File: src/rtl/fft_frame_ctrl_if.sv
// fft_frame_ctrl_if: config, data-in and result streams between frame controller and FFT core
interface fft_frame_ctrl_if;
  logic        cfg_tvalid;
  logic        cfg_tdata;
  logic        s_tvalid;
  logic [31:0] s_tdata;
  logic        s_tlast;
  logic        s_tready;
  logic        m_tvalid;
  logic [31:0] m_tdata;
  logic        m_tlast;
  modport master (
    output cfg_tvalid, cfg_tdata, s_tvalid, s_tdata, s_tlast,
    input  s_tready, m_tvalid, m_tdata, m_tlast
  );
  modport slave (
    input  cfg_tvalid, cfg_tdata, s_tvalid, s_tdata, s_tlast,
    output s_tready, m_tvalid, m_tdata, m_tlast
  );
endinterface

File: src/rtl/fft_frame_ctrl.sv
// fft_frame_ctrl: sequences config, sample load and result unload of one FFT frame at a time
module fft_frame_ctrl #(
  parameter int FFT_LEN  = 256,
  parameter int DW       = 8,
  parameter int CFG_WORD = 1,
  parameter int TIMEOUT  = 4096,
  parameter int IW       = $clog2(FFT_LEN)
) (
  input  logic                fft_clk,
  input  logic                rst,
  input  logic                start,
  input  logic                continuous,
  input  logic                err_clr,
  input  logic [DW-1:0]       ad_data_in,
  input  logic                ad_valid,
  output logic                ad_ready,
  fft_frame_ctrl_if.master    core,
  output logic                out_valid,
  output logic [31:0]         out_data,
  output logic [IW-1:0]       out_index,
  output logic                out_last,
  output logic                busy,
  output logic                frame_done,
  output logic                err_tlast,
  output logic                err_timeout,
  output logic [15:0]         frame_cnt
);
  typedef enum logic [2:0] {IDLE, CFG, LOAD, WAIT, UNLOAD, DONE} state_t;
  localparam int TW = $clog2(TIMEOUT + 1);
  localparam logic [IW-1:0] LAST = IW'(FFT_LEN - 1);
  state_t state_q, state_d;
  logic [IW-1:0] in_cnt_q, in_cnt_d, out_cnt_q, out_cnt_d, out_index_q, out_index_d;
  logic [TW-1:0] idle_q, idle_d;
  logic [31:0] out_data_q, out_data_d;
  logic [15:0] frame_cnt_q, frame_cnt_d;
  logic out_valid_q, out_valid_d, out_last_q, out_last_d;
  logic err_tlast_q, err_tlast_d, err_timeout_q, err_timeout_d;
  logic collect, in_xfer, beat, tlast_bad, tmo;
  always_comb begin
    collect   = state_q == WAIT || state_q == UNLOAD;
    in_xfer   = state_q == LOAD && ad_valid && core.s_tready;
    beat      = collect && core.m_tvalid;
    tlast_bad = beat && (core.m_tlast != (out_cnt_q == LAST));
    tmo       = collect && !core.m_tvalid && idle_q == TW'(TIMEOUT - 1);
  end
  always_ff @(posedge fft_clk) begin
    if (rst) state_q <= IDLE;
    else     state_q <= state_d;
  end
  always_comb begin
    state_d = state_q;
    case (state_q)
      IDLE:         state_d = start ? CFG : IDLE;
      CFG:          state_d = LOAD;
      LOAD:         state_d = in_xfer && in_cnt_q == LAST ? WAIT : LOAD;
      WAIT, UNLOAD: state_d = tlast_bad || tmo ? IDLE :
                              beat && out_cnt_q == LAST ? DONE :
                              beat ? UNLOAD : state_q;
      DONE:         state_d = continuous ? CFG : IDLE;
      default:      state_d = IDLE;
    endcase
  end
  always_comb begin
    core.cfg_tvalid = state_q == CFG;
    core.cfg_tdata  = 1'(CFG_WORD);
    core.s_tvalid   = state_q == LOAD && ad_valid;
    core.s_tdata    = state_q == LOAD ? 32'(ad_data_in) : '0;
    core.s_tlast    = state_q == LOAD && in_cnt_q == LAST;
    ad_ready        = in_xfer;
    busy            = state_q != IDLE;
    frame_done      = state_q == DONE;
    out_valid       = out_valid_q;
    out_data        = out_data_q;
    out_index       = out_index_q;
    out_last        = out_last_q;
    err_tlast       = err_tlast_q;
    err_timeout     = err_timeout_q;
    frame_cnt       = frame_cnt_q;
  end
  always_comb begin
    in_cnt_d      = in_xfer ? in_cnt_q + IW'(1) : in_cnt_q;
    out_cnt_d     = !collect || tlast_bad || tmo ? '0 : beat ? out_cnt_q + IW'(1) : out_cnt_q;
    idle_d        = !collect || core.m_tvalid || tmo ? '0 : idle_q + TW'(1);
    out_valid_d   = beat;
    out_data_d    = beat ? core.m_tdata : out_data_q;
    out_index_d   = beat ? out_cnt_q : out_index_q;
    out_last_d    = beat && out_cnt_q == LAST;
    err_tlast_d   = tlast_bad || (err_tlast_q && !err_clr);
    err_timeout_d = tmo || (err_timeout_q && !err_clr);
    frame_cnt_d   = frame_cnt_q + 16'(state_q == DONE);
  end
  always_ff @(posedge fft_clk) begin
    if (rst) begin
      in_cnt_q      <= '0;
      out_cnt_q     <= '0;
      idle_q        <= '0;
      out_valid_q   <= 1'b0;
      out_data_q    <= '0;
      out_index_q   <= '0;
      out_last_q    <= 1'b0;
      err_tlast_q   <= 1'b0;
      err_timeout_q <= 1'b0;
      frame_cnt_q   <= '0;
    end else begin
      in_cnt_q      <= in_cnt_d;
      out_cnt_q     <= out_cnt_d;
      idle_q        <= idle_d;
      out_valid_q   <= out_valid_d;
      out_data_q    <= out_data_d;
      out_index_q   <= out_index_d;
      out_last_q    <= out_last_d;
      err_tlast_q   <= err_tlast_d;
      err_timeout_q <= err_timeout_d;
      frame_cnt_q   <= frame_cnt_d;
    end
  end
endmodule
File: src/flat_wrapper.sv
// flat-port wrapper written by rule: the top's interface ports become plain ports
module fft_frame_ctrl_flat 
#(
  parameter int FFT_LEN  = 256,
  parameter int DW       = 8,
  parameter int CFG_WORD = 1,
  parameter int TIMEOUT  = 4096,
  parameter int IW       = $clog2(FFT_LEN)
)
  (fft_clk, rst, start, continuous, err_clr, ad_data_in, ad_valid, ad_ready, out_valid, out_data, out_index, out_last, busy, frame_done, err_tlast, err_timeout, frame_cnt, core_cfg_tvalid, core_cfg_tdata, core_s_tvalid, core_s_tdata, core_s_tlast, core_s_tready, core_m_tvalid, core_m_tdata, core_m_tlast);
  fft_frame_ctrl_if core_i ();
  input  logic fft_clk;
  input  logic rst;
  input  logic start;
  input  logic continuous;
  input  logic err_clr;
  input  logic [DW-1:0] ad_data_in;
  input  logic ad_valid;
  output logic ad_ready;
  output logic out_valid;
  output logic [31:0] out_data;
  output logic [IW-1:0] out_index;
  output logic out_last;
  output logic busy;
  output logic frame_done;
  output logic err_tlast;
  output logic err_timeout;
  output logic [15:0] frame_cnt;
  output wire logic [$bits(core_i.cfg_tvalid)-1:0] core_cfg_tvalid;
  output wire logic [$bits(core_i.cfg_tdata)-1:0] core_cfg_tdata;
  output wire logic [$bits(core_i.s_tvalid)-1:0] core_s_tvalid;
  output wire logic [$bits(core_i.s_tdata)-1:0] core_s_tdata;
  output wire logic [$bits(core_i.s_tlast)-1:0] core_s_tlast;
  input wire logic [$bits(core_i.s_tready)-1:0] core_s_tready;
  input wire logic [$bits(core_i.m_tvalid)-1:0] core_m_tvalid;
  input wire logic [$bits(core_i.m_tdata)-1:0] core_m_tdata;
  input wire logic [$bits(core_i.m_tlast)-1:0] core_m_tlast;
  assign core_cfg_tvalid = core_i.cfg_tvalid;
  assign core_cfg_tdata = core_i.cfg_tdata;
  assign core_s_tvalid = core_i.s_tvalid;
  assign core_s_tdata = core_i.s_tdata;
  assign core_s_tlast = core_i.s_tlast;
  assign core_i.s_tready = core_s_tready;
  assign core_i.m_tvalid = core_m_tvalid;
  assign core_i.m_tdata = core_m_tdata;
  assign core_i.m_tlast = core_m_tlast;
  fft_frame_ctrl #(.FFT_LEN(FFT_LEN), .DW(DW), .CFG_WORD(CFG_WORD), .TIMEOUT(TIMEOUT), .IW(IW)) u_core (.fft_clk(fft_clk), .rst(rst), .start(start), .continuous(continuous), .err_clr(err_clr), .ad_data_in(ad_data_in), .ad_valid(ad_valid), .ad_ready(ad_ready), .core(core_i), .out_valid(out_valid), .out_data(out_data), .out_index(out_index), .out_last(out_last), .busy(busy), .frame_done(frame_done), .err_tlast(err_tlast), .err_timeout(err_timeout), .frame_cnt(frame_cnt));
endmodule
File: config.mk
export PLATFORM = sky130hd
export DESIGN_NAME = fft_frame_ctrl_flat
export DESIGN_NICKNAME = d
export VERILOG_FILES = /design/src/rtl/fft_frame_ctrl_if.sv /design/src/rtl/fft_frame_ctrl.sv /design/src/flat_wrapper.sv
export SDC_FILE = /design/constraint.sdc
export NUM_CORES = 1
export LEC_CHECK = 0
export ABC_AREA = 1
export ABC_CLOCK_PERIOD_IN_PS = 2700
export BUFFER_PORTS_ARGS = -buffer_cell sky130_fd_sc_hd__buf_2
export CORE_MARGIN = 2
export CORE_UTILIZATION = 45
export CTS_CLUSTER_DIAMETER = 30
export DETAILED_ROUTE_END_ITERATION = 8
export PLACE_DENSITY = 0.73
export SKIP_LAST_GASP = 1
export SLEW_MARGIN = 20
export SYNTH_ARGS = -nofsm -noshare
export SYNTH_HDL_FRONTEND = slang
export SYNTH_SLANG_ARGS = --single-unit
File: constraint.sdc
create_clock -name fft_clk -period 2.7 [get_ports fft_clk]
set_input_delay 0.135 -clock fft_clk [delete_from_list [all_inputs] [get_ports fft_clk]]
set_output_delay 0.135 -clock fft_clk [all_outputs]
set_load 0.03 [all_outputs]
Yosys cells after proc, flatten, opt, wreduce, memory -nomap -nowiden:

Cells that the tools add are included.

* output and inout port bits: 99
* word-level logic and storage cells: 60
* bits in registers: 92
* bits of input ports: 49

* mux-type cells: 8
* reduce and logical (&&, ||, !) cells: 27
* $add $sub $neg: 4
* eq/ne operators: 10

Operators with widths (number)
* 16-bit by 1-bit adder with 16-bit output: 1
* 8-bit by 1-bit adder with 8-bit output, second input constant: 2
* 8-bit equality test, second input constant: 2
* 3-bit case mux with 5 select lines: 1
* 13-bit by 1-bit adder with 13-bit output, second input constant: 1
* 13-bit by 12-bit equality test with 1-bit output, second input constant: 1
* 1-bit logical AND: 11
* 3-bit 2-to-1 mux: 3
* 1-bit logical OR: 8
* 8-bit 2-to-1 mux: 1
* 3-bit by 2-bit equality test with 1-bit output, second input constant: 2
* 3-bit equality test, second input constant: 2
* 2-bit OR reduction: 3
* 4-bit by 1-bit inequality test with 1-bit output, second input constant: 1
* 3-bit by 1-bit equality test with 1-bit output, second input constant: 1
* 1-bit logical NOT: 3
* 3-bit logical NOT: 1
* 1-bit 2-to-1 mux: 3
* 3-bit nonzero test: 1
* 1-bit inequality test: 1

Depth between registers and ports, before layout:

Gate-level depths: netlist (run 1).

* depth in word-level cells: 7
* gate-level depth with buffers: 11
* gate-level depth less buffers: 11

Least setup slack after synthesis (run 1):

No wires, ideal clock.

* path type: register to register
* from: reg u_core.state_q[2]
* to: reg u_core.frame_cnt_q[14] (netlist: u_core.frame_cnt[14])
* arrival: 2.525 ns
* buffers on the path: 0
* clock period less this slack: 2.641 ns
* path slack: 0.059 ns
* stages on the path, launching flop included: 12
* path through: dfxtp_1 > inv_1 > nor3_1 > ha_1 > ha_1 > nand2_1 > nor2_1 > nand4_1 > inv_1 > nand2_1 > o21ai_0 > nor2_1

* longest elaborated chain between the ends: 2

Ends and longest elaborated chain
* from (decl): RTL line fft_frame_ctrl.sv:31 `state_t state_q, state_d;`
* from (signal assigned): RTL line fft_frame_ctrl.sv:48 `else state_q <= state_d;`
* 3-bit equality test
* via frame_done: RTL line flat_wrapper.sv:25 `output logic frame_done;`
* 16-bit by 1-bit adder with 16-bit output: RTL line fft_frame_ctrl.sv:90 `frame_cnt_d = frame_cnt_q + 16'(state_q == DONE);`
* to (signal assigned): RTL line fft_frame_ctrl.sv:114 `frame_cnt_q <= frame_cnt_d;`
* to (decl): RTL line fft_frame_ctrl.sv:35 `logic [15:0] frame_cnt_q, frame_cnt_d;`

The timed path passes the listed nets, and every way through them passes these cells.
A chain may end at the register's enable or synchronous reset.

Final worst setup path (run 1):

* from: reg u_core.state_q[2]
* to: reg u_core.frame_cnt_q[14] (netlist: u_core.frame_cnt[14])

* longest elaborated chain between the ends: 2

Ends and longest elaborated chain (RTL line)
* 3-bit equality test: fft_frame_ctrl.sv:90
* 16-bit by 1-bit adder with 16-bit output: fft_frame_ctrl.sv:90

Every way passes these cells.

==> results of run 1 <==
-- cell type report --
type | instances | area, um^2 | area share, %
multi-input cells | 392 | 1870 | 37.9
flip-flops and latches | 92 | 1840 | 37.4
repair buffers | 125 | 633 | 12.8
inverters | 60 | 225 | 4.57
well taps | 108 | 135 | 2.74
clock buffers | 9 | 124 | 2.51
clock inverters | 7 | 100 | 2.03
diodes | 1 | 2.50 | 0.0508
-- kinds of logic (layout without fill, tap and decap cells) --
group / Yosys count / after routing / share of synthesized area, %
adder cells (fa/ha/maj): 5 / 5 / 1.51
AND/OR/NAND/NOR: 269 / 269 / 28.5
flip-flops: 92 / 92 / 44.6
other: 2 / 26 / 0.182
buffers and inverters: 103 / 201 / 12.5
AO/OA/AOI/OAI: 81 / 81 / 10.2
XOR/XNOR: 12 / 12 / 2.54
-- cells in the final DEF (no fill, tap or decap), drive strengths merged --
cell type	n
a21oi	26
a31oi	1
and2	1
buf	125
bufinv	2
clkbuf	9
clkinv	5
conb	25
dfxtp	92
diode	1
ha	5
inv	60
nand2	76
nand3	22
nand3b	2
nand4	8
nor2	142
nor3	15
nor3b	2
o21a	1
o21ai	53
or2	1
xnor2	2
xor2	10
-- flip-flops by register name (all words and copies together), names as in the netlist --
signal and count:
u_core.out_valid 1, u_core.out_data 32, u_core.out_cnt_q 8, u_core.out_last 1, u_core.in_cnt_q 8, u_core.out_index 8
u_core.state_q 3, u_core.frame_cnt 16, u_core.idle_q 13, u_core.err_tlast 1, u_core.err_timeout 1
-- routing by layer --
layer  vias to the layer above  part of all wire (%)  global-route usage [%]
met3                        14                   8.0                    6.13
met4                         0                   1.5                    6.53
met2                       127                    48                    32.7
met1                      1745                    43                    20.3
met5                         -                     0                       0
li1                       1961                     -                       -
-- critical path, stage by stage, from the launching register on --
cell and delay [ps]:
dfxtp_1 400, inv_1 140, nor3_2 260, ha_1 240
ha_1 170, nand2_1 70, nor2_1 240, nand4_1 220
inv_1 150, nand2_1 80, o21ai_0 150, nor2_1 60
-- power groups by stage --
stage | sequential (W) | clock (W) | combinational, W
3_3_place_gp | 0.00142 | 0 | 0.000281
2_1_floorplan | 0.00146 | 0 | 0.000195
3_5_place_dp | 0.00143 | 0 | 0.000285
6_report | 0.00139 | 0.00103 | 0.000285
4_1_cts | 0.00139 | 0.00106 | 0.000285
5_1_grt | 0.00140 | 0.00111 | 0.000314
-- worst max path at each step --
| stage | from | to |
|---|---|---|
| final | u_core.state_q[2]$_SDFFE_PP0P_ | u_core.frame_cnt[14]$_SDFF_PP0_ |
| after global routing | u_core.state_q[2]$_SDFFE_PP0P_ | u_core.frame_cnt[14]$_SDFF_PP0_ |
| after CTS | u_core.state_q[2]$_SDFFE_PP0P_ | u_core.frame_cnt[14]$_SDFF_PP0_ |
| after detailed placement | u_core.state_q[2]$_SDFFE_PP0P_ | u_core.frame_cnt[14]$_SDFF_PP0_ |
| after global placement | u_core.state_q[2]$_SDFFE_PP0P_ | u_core.frame_cnt[14]$_SDFF_PP0_ |
| after floorplan | u_core.state_q[2]$_SDFFE_PP0P_ | u_core.frame_cnt[14]$_SDFF_PP0_ |
-- what timing repair did --
action	4_1_cts	5_1_grt
resized for setup	0	1
hold buffers	0	0
setup buffers	0	0
setup endpoints to repair	0	1
-- stage by stage --
step / total power [W] / cells / setup slack (ps)
after floorplan: 0.00166 / 587 / 58.7
after global placement: 0.00170 / 777 / 541
after CTS: 0.00273 / 793 / 314
final: 0.00270 / 794 / 424
after detailed placement: 0.00171 / 777 / 340
after global routing: 0.00282 / 793 / 112
==> results.yml, run 1 <==
grt:
  antenna_found_initial: 1
  grt_pass1_vias: 3529
  grt-ovfl-total: 0
  grt_max_degree: 44
  grt_usage_pct: 18.3
  grt_pass1_wl_um: 15000
place:
  post_dp_cell_area_um2: 4700
  hpwl_um: 6590
  routabilityCongestion: 0.837
  numPortBuffers: 122
clocking:
  htreeDepth: 3
  cts_buffers: 9
  clock_latency_ps: 360
  cts_tree: "yes"
  cts_buffer_depth: 2
  clk_pin_slew_ps: 90
  clock_sink_count: 92
  cts-root-buf: "clkbuf_8"
synth:
  yosysUniqueCellTypes: 35
  synthesis.area_um2: 4130
  netlist_top_cells_area: "dfxtp_1 45%, nor2_1 12%, nand2_1 6.5%, o21ai_0 6.2%, inv_1 5.1%"
  synthTopCellsByCount: "134 x nor2_1, 92 x dfxtp_1, 71 x nand2_1"
  yosysWarnings: 0
  post-synth-top-area-cell: "dfxtp_1"
  postSynthAreaPerCell_um2: 7.33
  ys_seq_elements: 92
  synth_top_area_share_pct: 44.6
  synthFlopType: "dfxtp_1"
  yosysSeqAreaShare_pct: 44.6
  synth_most_common_cell: "nor2_1"
  synthArstFlopShare_pct: 0
  synthCells: 564
  synth_edf_count: 0
timing:
  rsz0062_at_grt: "no"
  max-slew-margin-rel_pct: 53.8
  max_freq_ghz: 0.439
  finClkSkew_ps: 8.62
  period_share_pct: 84.3
  fin_setup_tns_ps: 0
  finalMaxSlewViolations: 0
  min_period_ps: 2280
  hold_viol: 0
  worst_slew_pin_slew_ps: 692
  fin_hold_ws_ps: 19.8
  setup_viol: 0
worst_setup_path:
  required_ps: 2960
  ff2ff_path_depth: 11
  reg2reg_from: "u_core.state_q[2]$_SDFFE_PP0P_"
  start_kind: "register"
  r2r_end: "u_core.frame_cnt[14]$_SDFF_PP0_"
  crit_type: "reg2reg"
  cp-end-kind: "register"
  crit_path_max_fanout: 6
  rrSetupSlack_ps: 420
  arrival_ps: 2540
worst_hold_path:
  hold_class: "in2reg"
  min_from: "core_m_tdata[7]"
  min_to: "u_core.out_data[7]$_SDFFE_PP0P_"
  holdPathStages: 3
cells_and_area:
  drive_above_1_share_pct: 24.5
  nNetsFinal: 734
  final_area_um2: 4930
  utilization_pct: 56.0
  area_growth_pct: 19.3
  n_fill_cell: 857
power_and_ir_drop:
  pwr_density_cell_nw_per_um2: 549
  power_frac_clock_pct: 37.9
  p_leak_nw: 2.24
  combPwrFrac_pct: 10.5
  internal_power_w: 0.00199
  netSwitchingPower_w: 0.000719
  switching_share_pct: 26.6
  pwr-share-seq_pct: 51.5
  peakVddDrop_v: 0.000302
die:
  rows: 34
  die_h_um: 99.8
  die_area_um2: 9960
  core_um2: 8810
  io_pins: 148
  initial_core_util_pct: 46.9
  die_w_um: 99.8
run_status:
  outcome: "finished, final reports clean"
route:
  vias_per_cell: 4.85
  wl_per_cell_um: 11.4
  drt_pre_antenna_iters: 4
  ant_nets: 0
  drt_iter0_markers: 138
  vias: 3847
  drt-total-wl_um: 9060
  drcViolationCount: 0
job:
  max_cap_violations: 0
Power figures use the tool's default switching activity.
==> inputs of run 2 (changes only) <==
--- a/config.mk
+++ b/config.mk
@@ -6,7 +6,7 @@
 export NUM_CORES = 1
 export LEC_CHECK = 0
 export ABC_AREA = 1
-export ABC_CLOCK_PERIOD_IN_PS = 2700
+export ABC_CLOCK_PERIOD_IN_PS = 2200
 export BUFFER_PORTS_ARGS = -buffer_cell sky130_fd_sc_hd__buf_2
 export CORE_MARGIN = 2
 export CORE_UTILIZATION = 45
==> constraint.sdc (replaced) <==
create_clock -name fft_clk -period 2.2 [get_ports fft_clk]
set_input_delay 0.11 -clock fft_clk [delete_from_list [all_inputs] [get_ports fft_clk]]
set_output_delay 0.11 -clock fft_clk [all_outputs]
set_load 0.03 [all_outputs]
==> results.yml, run 2 (synthesis gave the netlist of run 1 again) <==
run_status:
  outcome: "finished, final reports clean"
route:
  drt-total-wl_um: 9560
  drt_iter0_markers: 92
  dr.max_layer_used: "met4"
  wl_met1_um: 4040
  vias: 3908
  wl_per_cell_um: 11.6
  drcViolationCount: 0
  ant_nets: 0
  vias_per_cell: 4.74
  wl_met3_um: 678
  wl_met2_um: 4710
  drt_pre_antenna_iters: 4
cells_and_area:
  drive_above_1_share_pct: 24.8
  utilization_pct: 59.1
  num_antenna_cells: 0
  n_fill_cell: 801
  largest_reg_flops: 32
  final_area_um2: 5200
  mostFrequentLayoutCells: "133 x nor2_1, 122 x buf_2, 89 x dfxtp_1"
  nNetsFinal: 766
  final_common_cell: "nor2_1"
  area_growth_pct: 26.0
die:
  initial_core_util_pct: 46.9
  die_area_um2: 9960
  die_w_um: 99.8
  io_pins: 148
  core_um2: 8810
  die_h_um: 99.8
  rows: 34
timing:
  finClkSkew_ps: 13.0
  hold_viol: 0
  rsz0062_at_grt: "no"
  fin_setup_tns_ps: 0
  setup_viol: 0
  min_period_ps: 1940
  period_share_pct: 88.1
  max-slew-margin-rel_pct: 62.8
  worst_slew_pin_slew_ps: 554
  finalMaxSlewViolations: 0
  max_freq_ghz: 0.516
power_and_ir_drop:
  netSwitchingPower_w: 0.000923
  pwr-share-seq_pct: 53.9
  pwr_density_cell_nw_per_um2: 610
  switching_share_pct: 29.1
  power_frac_clock_pct: 33.7
  internal_power_w: 0.00225
  peakVddDrop_v: 0.000395
  p_leak_nw: 2.36
  combPwrFrac_pct: 12.4
clocking:
  cts-root-buf: "clkbuf_8"
  post_cts_buffers: 0
  clock_latency_ps: 370
  htreeDepth: 3
  cts_buffer_depth: 2
  clk_pin_slew_ps: 100
  cts_tree: "yes"
  clock_sink_count: 92
  cts_buffers: 9
worst_hold_path:
  hold_class: "in2reg"
  min_from: "core_m_tdata[10]"
  holdPathStages: 3
grt:
  grt_pass1_wl_um: 15900
  antenna_found_initial: 0
  grt_max_degree: 44
  grt_usage_pct: 19.6
  grt-ovfl-total: 0
  grt_pass1_vias: 3686
worst_setup_path:
  worst-path-stages: 5
  crit_path_max_fanout: 10
  arrival_ps: 1830
  start_kind: "register"
  crit_path_start: "u_core.state_q[1]$_SDFFE_PP0P_"
  crit_path_cell_trace: "inv_1 > nor3_2 > clkinv_1 > nor3_1 > buf_2"
  critical-path-top-delay-family: "buffers and inverters"
  required_ps: 2090
  ff2ff_path_depth: 11
  cp-end-kind: "primary output"
  critPathMaxStageDelay_ps: 430
  crit_path_top_delay_cell: "dfxtp_2"
  crit_type: "reg2out"
  reg2reg_from: "u_core.state_q[2]$_SDFFE_PP0P_"
  cp.buffers_inverters: 3
place:
  numPortBuffers: 122
  post_dp_cell_area_um2: 4740
  routabilityCongestion: 0.860
  hpwl_um: 6770
job:
  max_cap_violations: 0
## run 2: cell types whose count changed in the layout (fill, tap and decap cells not counted), sizes merged
cell | previous run | this run
inv | 60 | 62
buf | 125 | 130
clkinvlp | 0 | 1
bufinv | 2 | 0
dlygate4sd3 | 0 | 27
diode | 1 | 0
clkinv | 5 | 4
## run 2: power by group through the flow
stage | logic (W) | registers (W) | clock network [W]
after floorplan | 0.000241 | 0.00179 | 0
after global placement | 0.000348 | 0.00175 | 0
after detailed placement | 0.000355 | 0.00175 | 0
after CTS | 0.000392 | 0.00171 | 0.00109
after global routing | 0.000430 | 0.00172 | 0.00118
final | 0.000393 | 0.00171 | 0.00107
## run 2: worst paths after layout
| check | end | slack (ps) |
|---|---|---|
| max | core_s_tlast | 260 |
| min | u_core.out_data[10]$_SDFFE_PP0P_ | 4 |
| max reg2reg | u_core.frame_cnt[9]$_SDFF_PP0_ | 280 |
| min reg2reg | u_core.idle_q[0]$_SDFF_PP0_ | 460 |
## run 2: final cells by class
cell class	instances	area, um^2	area share [%]
tap	108	135	2.60
inverter	60	225	4.33
clock buffer	9	124	2.38
timing repair buffer	157	941	18.1
sequential	92	1850	35.5
multi-input combinational	392	1870	36.0
clock inverter	7	60.1	1.15
## run 2: repair_timing
item / 4_1_cts / 5_1_grt
setup endpoints to repair: 0 / 3
hold endpoints to repair: 27 / 0
hold buffers: 27 / 0
gates resized for setup: 0 / 5
## run 2: stage by stage
step	instances	setup WS (ps)	power (W)	hold WS, ps
3_5_place_dp	782	168	0.00211	366
5_1_grt	825	26.0	0.00332	23.0
6_report	825	262	0.00318	4.24
3_3_place_gp	782	301	0.00210	356
4_1_cts	825	91.4	0.00320	0.511
2_1_floorplan	587	44.9	0.00203	266
## run 2: worst register-to-register path, stage by stage (launching register included)
cell	delay (ps)
dfxtp_2	380
inv_2	80
nor3_4	190
ha_1	210
nand3_1	140
nor2_1	170
nand2_1	90
nor2_1	200
nand2_1	90
o21ai_0	160
nand2_1	60
nor2_1	90
## run 2: layer usage
layer	vias to the layer above	track usage, %
li1	2022	-
met1	1748	22.0
met2	126	35.7
met3	12	5.29
met4	0	6.95
met5	-	0
